===== src/rtl/bcd_serial_addsub_if.sv =====
// Bundles the request and result signals of the digit-serial BCD add/sub unit.
// Latency: none; this is wiring only.
// Backpressure: none; start is only taken while the unit is idle, otherwise it is dropped.
interface bcd_serial_addsub_if #(
  parameter int DIGITS = 4
);
  logic                  start;
  logic                  op_sub;
  logic [4*DIGITS-1:0]   a;
  logic [4*DIGITS-1:0]   b;
  logic                  busy;
  logic                  done;
  logic [4*DIGITS-1:0]   result;
  logic                  cout;
  logic                  neg;
  logic                  err;

  // Requester side: drives the operands and the start request.
  modport master (
    output start, op_sub, a, b,
    input  busy, done, result, cout, neg, err
  );

  // Unit side: consumes the request and returns the result.
  modport slave (
    input  start, op_sub, a, b,
    output busy, done, result, cout, neg, err
  );
endinterface


===== src/rtl/bcd_serial_addsub.sv =====
// Digit-serial BCD adder/subtractor (nines' complement + initial carry); optional sign fix via BCD_SIGN_FIX_EN.
// Latency: done DIGITS+1 cycles after accept, 2*DIGITS+1 with sign fix on a negative difference, 1 for bad operands.
// Backpressure: none; start is accepted only in IDLE and ignored otherwise (not queued).
module bcd_serial_addsub #(
  parameter int DIGITS = 4
) (
  input  logic                  clk,
  input  logic                  rst_n,
  bcd_serial_addsub_if.slave    bus
);

  localparam int W  = 4 * DIGITS;
  localparam int IW = (DIGITS > 1) ? $clog2(DIGITS) : 1;

  typedef enum logic [1:0] {IDLE, ADD, FIX, DONE} state_t;

  state_t          state_q, state_d;
  logic [IW-1:0]   idx_q, idx_d;
  logic            c_q, c_d;
  logic            sub_q, sub_d;
  logic [W-1:0]    a_q, a_d;
  logic [W-1:0]    b_q, b_d;
  logic [W-1:0]    result_q, result_d;
  logic            cout_q, cout_d;
  logic            err_q, err_d;
  logic            busy_q, busy_d;
  logic            done_q, done_d;
`ifdef BCD_SIGN_FIX_EN
  logic            neg_q, neg_d;
`endif

  logic [3:0]      dig_x;
  logic [3:0]      dig_m;
  logic [4:0]      z;
  logic            gt9;
  logic [3:0]      sum_dig;
  logic            last;
  logic            bad_operand;

  // Single-digit datapath: ADD uses a[i] and (complemented) b[i]; FIX recomplements result[i].
  always_comb begin
    dig_x = 4'd0;
    dig_m = 4'd0;
    if (state_q == FIX) begin
      dig_x = 4'd0;
      dig_m = 4'd9 - result_q[4*int'(idx_q) +: 4];
    end else begin
      dig_x = a_q[4*int'(idx_q) +: 4];
      dig_m = sub_q ? (4'd9 - b_q[4*int'(idx_q) +: 4]) : b_q[4*int'(idx_q) +: 4];
    end
    z       = {1'b0, dig_x} + {1'b0, dig_m} + {4'd0, c_q};
    gt9     = (z > 5'd9);
    sum_dig = gt9 ? (z[3:0] + 4'd6) : z[3:0];
    last    = (idx_q == IW'(DIGITS - 1));
  end

  // Operand check at acceptance: any digit above 9 in a or b is an error.
  always_comb begin
    bad_operand = 1'b0;
    for (int k = 0; k < DIGITS; k++) begin
      if (bus.a[4*k +: 4] > 4'd9 || bus.b[4*k +: 4] > 4'd9) begin
        bad_operand = 1'b1;
      end
    end
  end

  // Next-state and register updates for the IDLE/ADD/FIX/DONE sequencer.
  always_comb begin
    state_d  = state_q;
    idx_d    = idx_q;
    c_d      = c_q;
    sub_d    = sub_q;
    a_d      = a_q;
    b_d      = b_q;
    result_d = result_q;
    cout_d   = cout_q;
    err_d    = err_q;
    done_d   = 1'b0;
`ifdef BCD_SIGN_FIX_EN
    neg_d    = neg_q;
`endif
    case (state_q)
      IDLE: begin
        if (bus.start) begin
          a_d      = bus.a;
          b_d      = bus.b;
          sub_d    = bus.op_sub;
          idx_d    = '0;
          c_d      = bus.op_sub;
          result_d = '0;
          cout_d   = 1'b0;
          err_d    = bad_operand;
`ifdef BCD_SIGN_FIX_EN
          neg_d    = 1'b0;
`endif
          state_d  = bad_operand ? DONE : ADD;
        end
      end
      ADD: begin
        for (int k = 0; k < DIGITS; k++) begin
          if (idx_q == IW'(k)) result_d[4*k +: 4] = sum_dig;
        end
        c_d   = gt9;
        idx_d = idx_q + 1'b1;
        if (last) begin
          cout_d  = gt9;
          idx_d   = '0;
          state_d = DONE;
`ifdef BCD_SIGN_FIX_EN
          // Borrow out of a subtraction: convert the ten's complement back to a magnitude.
          if (sub_q && !gt9) begin
            c_d     = 1'b1;
            neg_d   = 1'b1;
            state_d = FIX;
          end
`endif
        end
      end
`ifdef BCD_SIGN_FIX_EN
      FIX: begin
        for (int k = 0; k < DIGITS; k++) begin
          if (idx_q == IW'(k)) result_d[4*k +: 4] = sum_dig;
        end
        c_d   = gt9;
        idx_d = idx_q + 1'b1;
        if (last) begin
          // Carry out of the top digit is meaningless for the magnitude.
          c_d     = 1'b0;
          idx_d   = '0;
          state_d = DONE;
        end
      end
`endif
      DONE: begin
        done_d  = 1'b1;
        state_d = IDLE;
      end
      default: state_d = IDLE;
    endcase
    busy_d = (state_d != IDLE);
  end

  // State and output registers with synchronous active-low reset.
  always_ff @(posedge clk) begin
    if (!rst_n) begin
      state_q  <= IDLE;
      idx_q    <= '0;
      c_q      <= 1'b0;
      sub_q    <= 1'b0;
      a_q      <= '0;
      b_q      <= '0;
      result_q <= '0;
      cout_q   <= 1'b0;
      err_q    <= 1'b0;
      busy_q   <= 1'b0;
      done_q   <= 1'b0;
`ifdef BCD_SIGN_FIX_EN
      neg_q    <= 1'b0;
`endif
    end else begin
      state_q  <= state_d;
      idx_q    <= idx_d;
      c_q      <= c_d;
      sub_q    <= sub_d;
      a_q      <= a_d;
      b_q      <= b_d;
      result_q <= result_d;
      cout_q   <= cout_d;
      err_q    <= err_d;
      busy_q   <= busy_d;
      done_q   <= done_d;
`ifdef BCD_SIGN_FIX_EN
      neg_q    <= neg_d;
`endif
    end
  end

  assign bus.busy   = busy_q;
  assign bus.done   = done_q;
  assign bus.result = result_q;
  assign bus.cout   = cout_q;
  assign bus.err    = err_q;
`ifdef BCD_SIGN_FIX_EN
  assign bus.neg    = neg_q;
`else
  assign bus.neg    = 1'b0;
`endif

endmodule


===== src/flat_wrapper.sv =====
// flat-port wrapper written by rule: the top's interface ports become plain ports
module bcd_serial_addsub_flat 
#(
  parameter int DIGITS = 4
)
  (clk, rst_n, bus_start, bus_op_sub, bus_a, bus_b, bus_busy, bus_done, bus_result, bus_cout, bus_neg, bus_err);
  bcd_serial_addsub_if #(.DIGITS(DIGITS)) bus_i ();
  input  logic clk;
  input  logic rst_n;
  input wire logic [$bits(bus_i.start)-1:0] bus_start;
  input wire logic [$bits(bus_i.op_sub)-1:0] bus_op_sub;
  input wire logic [$bits(bus_i.a)-1:0] bus_a;
  input wire logic [$bits(bus_i.b)-1:0] bus_b;
  output wire logic [$bits(bus_i.busy)-1:0] bus_busy;
  output wire logic [$bits(bus_i.done)-1:0] bus_done;
  output wire logic [$bits(bus_i.result)-1:0] bus_result;
  output wire logic [$bits(bus_i.cout)-1:0] bus_cout;
  output wire logic [$bits(bus_i.neg)-1:0] bus_neg;
  output wire logic [$bits(bus_i.err)-1:0] bus_err;
  assign bus_i.start = bus_start;
  assign bus_i.op_sub = bus_op_sub;
  assign bus_i.a = bus_a;
  assign bus_i.b = bus_b;
  assign bus_busy = bus_i.busy;
  assign bus_done = bus_i.done;
  assign bus_result = bus_i.result;
  assign bus_cout = bus_i.cout;
  assign bus_neg = bus_i.neg;
  assign bus_err = bus_i.err;
  bcd_serial_addsub #(.DIGITS(DIGITS)) u_core (.clk(clk), .rst_n(rst_n), .bus(bus_i));
endmodule

===== config.mk =====
export PLATFORM = sky130hd
export DESIGN_NAME = bcd_serial_addsub_flat
export DESIGN_NICKNAME = d
export VERILOG_FILES = /design/src/rtl/bcd_serial_addsub_if.sv /design/src/rtl/bcd_serial_addsub.sv /design/src/flat_wrapper.sv
export SDC_FILE = /design/constraint.sdc
export NUM_CORES = 1
export LEC_CHECK = 0
export CORE_MARGIN = 3
export CORE_UTILIZATION = 50
export DETAILED_ROUTE_END_ITERATION = 8
export PLACE_DENSITY = 0.77
export SLEW_MARGIN = 20
export SYNTH_ARGS = -nofsm -noshare
export SYNTH_HDL_FRONTEND = slang
export SYNTH_SLANG_ARGS = --single-unit
export TNS_END_PERCENT = 50

===== constraint.sdc =====
create_clock -name clk -period 4.6 [get_ports clk]
set_clock_uncertainty 0.05 [all_clocks]
set_input_delay 0.46 -clock clk [delete_from_list [all_inputs] [get_ports clk]]
set_output_delay 0.46 -clock clk [all_outputs]
set_load 0.03 [all_outputs]

==> run metrics <==
Worst Hold End u_core.b_q[14]$_SDFFE_PN0P_; Slew Limit Fails 0; synth cell count leaders 77 x nand2_1, 58 x dfxtp_1, 40 x a21oi_1; syn nets 382; # hold bufs at CTS 0; initial antenna violation count 0; FF-to-FF setup slack 0.64 ns; largest stage delay on the critical path 0.70 ns; Arr. time, crit path 4.16 ns; Worst path top cell family by delay adder cells; Worst slew margin 48.6%; crit path buf inv count 2; Total Power 1.44 mW; netlist area before placement 0.00288 mm2; largest net degree at the start of global routing 47; I/O pin cnt 57; CTS resizes 0; Detail Route Antenna Nets 0; # rows 27; DR vias 2498; design area 0.00369 mm2; EDFF count, synth 0; Synth async-reset ratio 0%; area leader, netlist dfxtp_1; top cell type's share of synthesized area 40.3%; Vias per Instance 5.44; RSZ-0062 raised after global routing false; Fmax 0.253 GHz; Port Buf Inserts 55; Final nets 430; Syn. warnings 0; most common cell in the netlist nand2_1; Synth Register Bits 58; routed len/inst 14.9 um; CTS Sinks 58; synth top area cells dfxtp_1 40%, nand2_1 10%, mux4_2 9.4%; routed wire length 6830 um; # DRC 0; Final min period 3.96 ns; Critical Path Source Type flip-flop; GP Congestion 0.885; CTS Root Cell clkbuf_8; Total Routing Usage GR 22.5%; r2r endpoint u_core.bus.result[11]$_SDFFE_PN0P_; total grt overflow 0; postcts setup bufs 0; drt pass-1 iters 4; Initial Utilization 52.0%; crit end category flip-flop; Ant. Diodes 0; Hold Crit Class reg2reg; H-tree depth 3; clock-pin slew of the registers on the worst-case setup and hold paths 0.07 ns; CP max stage cell dfxtp_1; Yosys cell types 42; endpoints failing setup 0; Setup TNS 0 ns; Core Region 0.00554 mm2; area post-placement 0.00344 mm2; period utilisation layout 86.0%; CTS buffer count 9; deepest clock path buffer count 2; synthesized instance count 334; status complete, no violations; Final Hold Viols 0; Die Ht 81.9 um; CP max FO 9; post-synthesis sequential area ratio 40.3%; Area Growth Syn to Fin 28.2%; CTS tree done; hold depth 2; layout cell share with drive strength beyond 1 11.1%; Avg Cell Area, Syn 8.63 um2; leakage 1.38 nW; top_reg_cell synth dfxtp_1; Final HPWL DP 4850 um; Iteration-0 DRC Markers 172; die area 0.00671 mm2; CP Cell Sequence mux4_2 -> xnor2_1 -> mux2_2 -> fa_1 -> inv_1 -> fa_1 -> inv_1 -> ha_1 -> a22o_2 -> a21o_2 -> mux2i_1 -> or2_1 -> o21ai_0; Worst-Skew Late Latency 0.34 ns; worst-margin pin slew 0.770 ns; Critical R2R Launch u_core.idx_q[0]$_SDFFE_PN0P_; Worst EP required 4.80 ns; Peak supply drop 0.000228 V; Reg2Reg Depth 13; min-delay src u_core.b_q[14]$_SDFFE_PN0P_; global-route wire length before repair 11200 um; worst hold margin 0.407 ns; max-cap violations 0; Die W 81.9 um; pwr dens 390 mW/mm2; vias in the first global route 2383; type of the worst setup path reg2reg
## worst max path at each step
stage	from	endpoint	slack, ns	cells after the start
6_report	u_core.idx_q[0]$_SDFFE_PN0P_	u_core.bus.result[11]$_SDFFE_PN0P_	0.64	13
4_1_cts	u_core.idx_q[0]$_SDFFE_PN0P_	u_core.bus.result[11]$_SDFFE_PN0P_	0.62	13
3_5_place_dp	u_core.idx_q[0]$_SDFFE_PN0P_	u_core.bus.result[2]$_SDFFE_PN0P_	0.74	12
3_3_place_gp	u_core.idx_q[0]$_SDFFE_PN0P_	u_core.bus.result[3]$_SDFFE_PN0P_	0.81	13
2_1_floorplan	u_core.idx_q[0]$_SDFFE_PN0P_	u_core.bus.result[11]$_SDFFE_PN0P_	0.97	14
5_1_grt	u_core.idx_q[0]$_SDFFE_PN0P_	u_core.bus.result[11]$_SDFFE_PN0P_	0.37	13
## tightest hold or removal path, stage by stage, from the launching register on
cell and delay [ns]:
dfxtp_1 0.31, nand2_1 0.05, a21oi_1 0.05
## stage by stage
step	cells	util (%)	worst slack [ns]
after floorplan	334	-	0.968
after global placement	443	62.2	0.806
after detailed placement	443	62.2	0.736
after CTS	459	66.7	0.620
after global routing	459	66.7	0.375
final	459	66.7	0.643
## report_power, final
| part | switching [mW] | total [mW] | internal [mW] |
|---|---|---|---|
| Clock | 0.203 | 0.590 | 0.387 |
| Sequential | 0.0239 | 0.556 | 0.532 |
| Combinational | 0.161 | 0.294 | 0.133 |
## registers in the layout, summed over array words and instances, names as in the netlist
register,flops
u_core.bus.busy,1
u_core.bus.done,1
u_core.bus.cout,1
u_core.idx_q,2
u_core.sub_q,1
u_core.c_q,1
u_core.bus.result,16
u_core.a_q,16
u_core.b_q,16
u_core.state_q,2
u_core.bus.err,1
## cell families (layout without fill, tap and decap cells)
family          count (synthesis)  count (layout)  share of synthesized area, %
compound gates                 76              76                          15.7
xor+xnor                        6               6                          2.08
fa+ha+maj                      12              12                          5.73
buf+inv                        31              84                          4.82
flops                          58              58                          40.3
mux                            19              19                          11.9
other cells                     1               1                         0.130
simple gates                  131             131                          19.4
## layout by cell type (no fill, tap or decap), types with 2 or more instances in the layout
| cell | n |
|---|---|
| nor2_1 | 18 |
| nor3_1 | 9 |
| a21o_2 | 2 |
| xnor2_1 | 5 |
| mux4_2 | 12 |
| nand4_1 | 2 |
| a21oi_1 | 40 |
| clkbuf_8 | 11 |
| and2_1 | 3 |
| nand2b_1 | 3 |
| nand3_1 | 10 |
| inv_1 | 9 |
| clkinv_2 | 2 |
| bufinv_16 | 3 |
| o31ai_1 | 4 |
| nor2_2 | 2 |
| a22oi_1 | 2 |
| a21o_1 | 4 |
| o21ai_0 | 16 |
| buf_4 | 3 |
| mux2i_1 | 6 |
| and3_1 | 2 |
| ha_1 | 10 |
| or2_2 | 2 |
| dfxtp_1 | 58 |
| clkdlybuf4s50_1 | 55 |
| nand2_1 | 77 |
| fa_1 | 2 |
## area by class of cell
class | instances | area [um2]
multi-input combinational | 245 | 1580
inverter | 10 | 37.5
timing repair buffer | 58 | 573
clock buffer | 11 | 151
fill | 478 | 1850
tap | 72 | 90.1
clock inverter | 5 | 100
sequential | 58 | 1160
## per-layer routing
metal	up-vias	global-route usage [%]	share of wire, %
li1	1247	-	-
met1	1163	29.1	44
met2	76	35.1	48
met3	12	4.50	5.8
met4	0	12.1	2.1
met5	-	0	0
(Power assumes the default switching activity.)
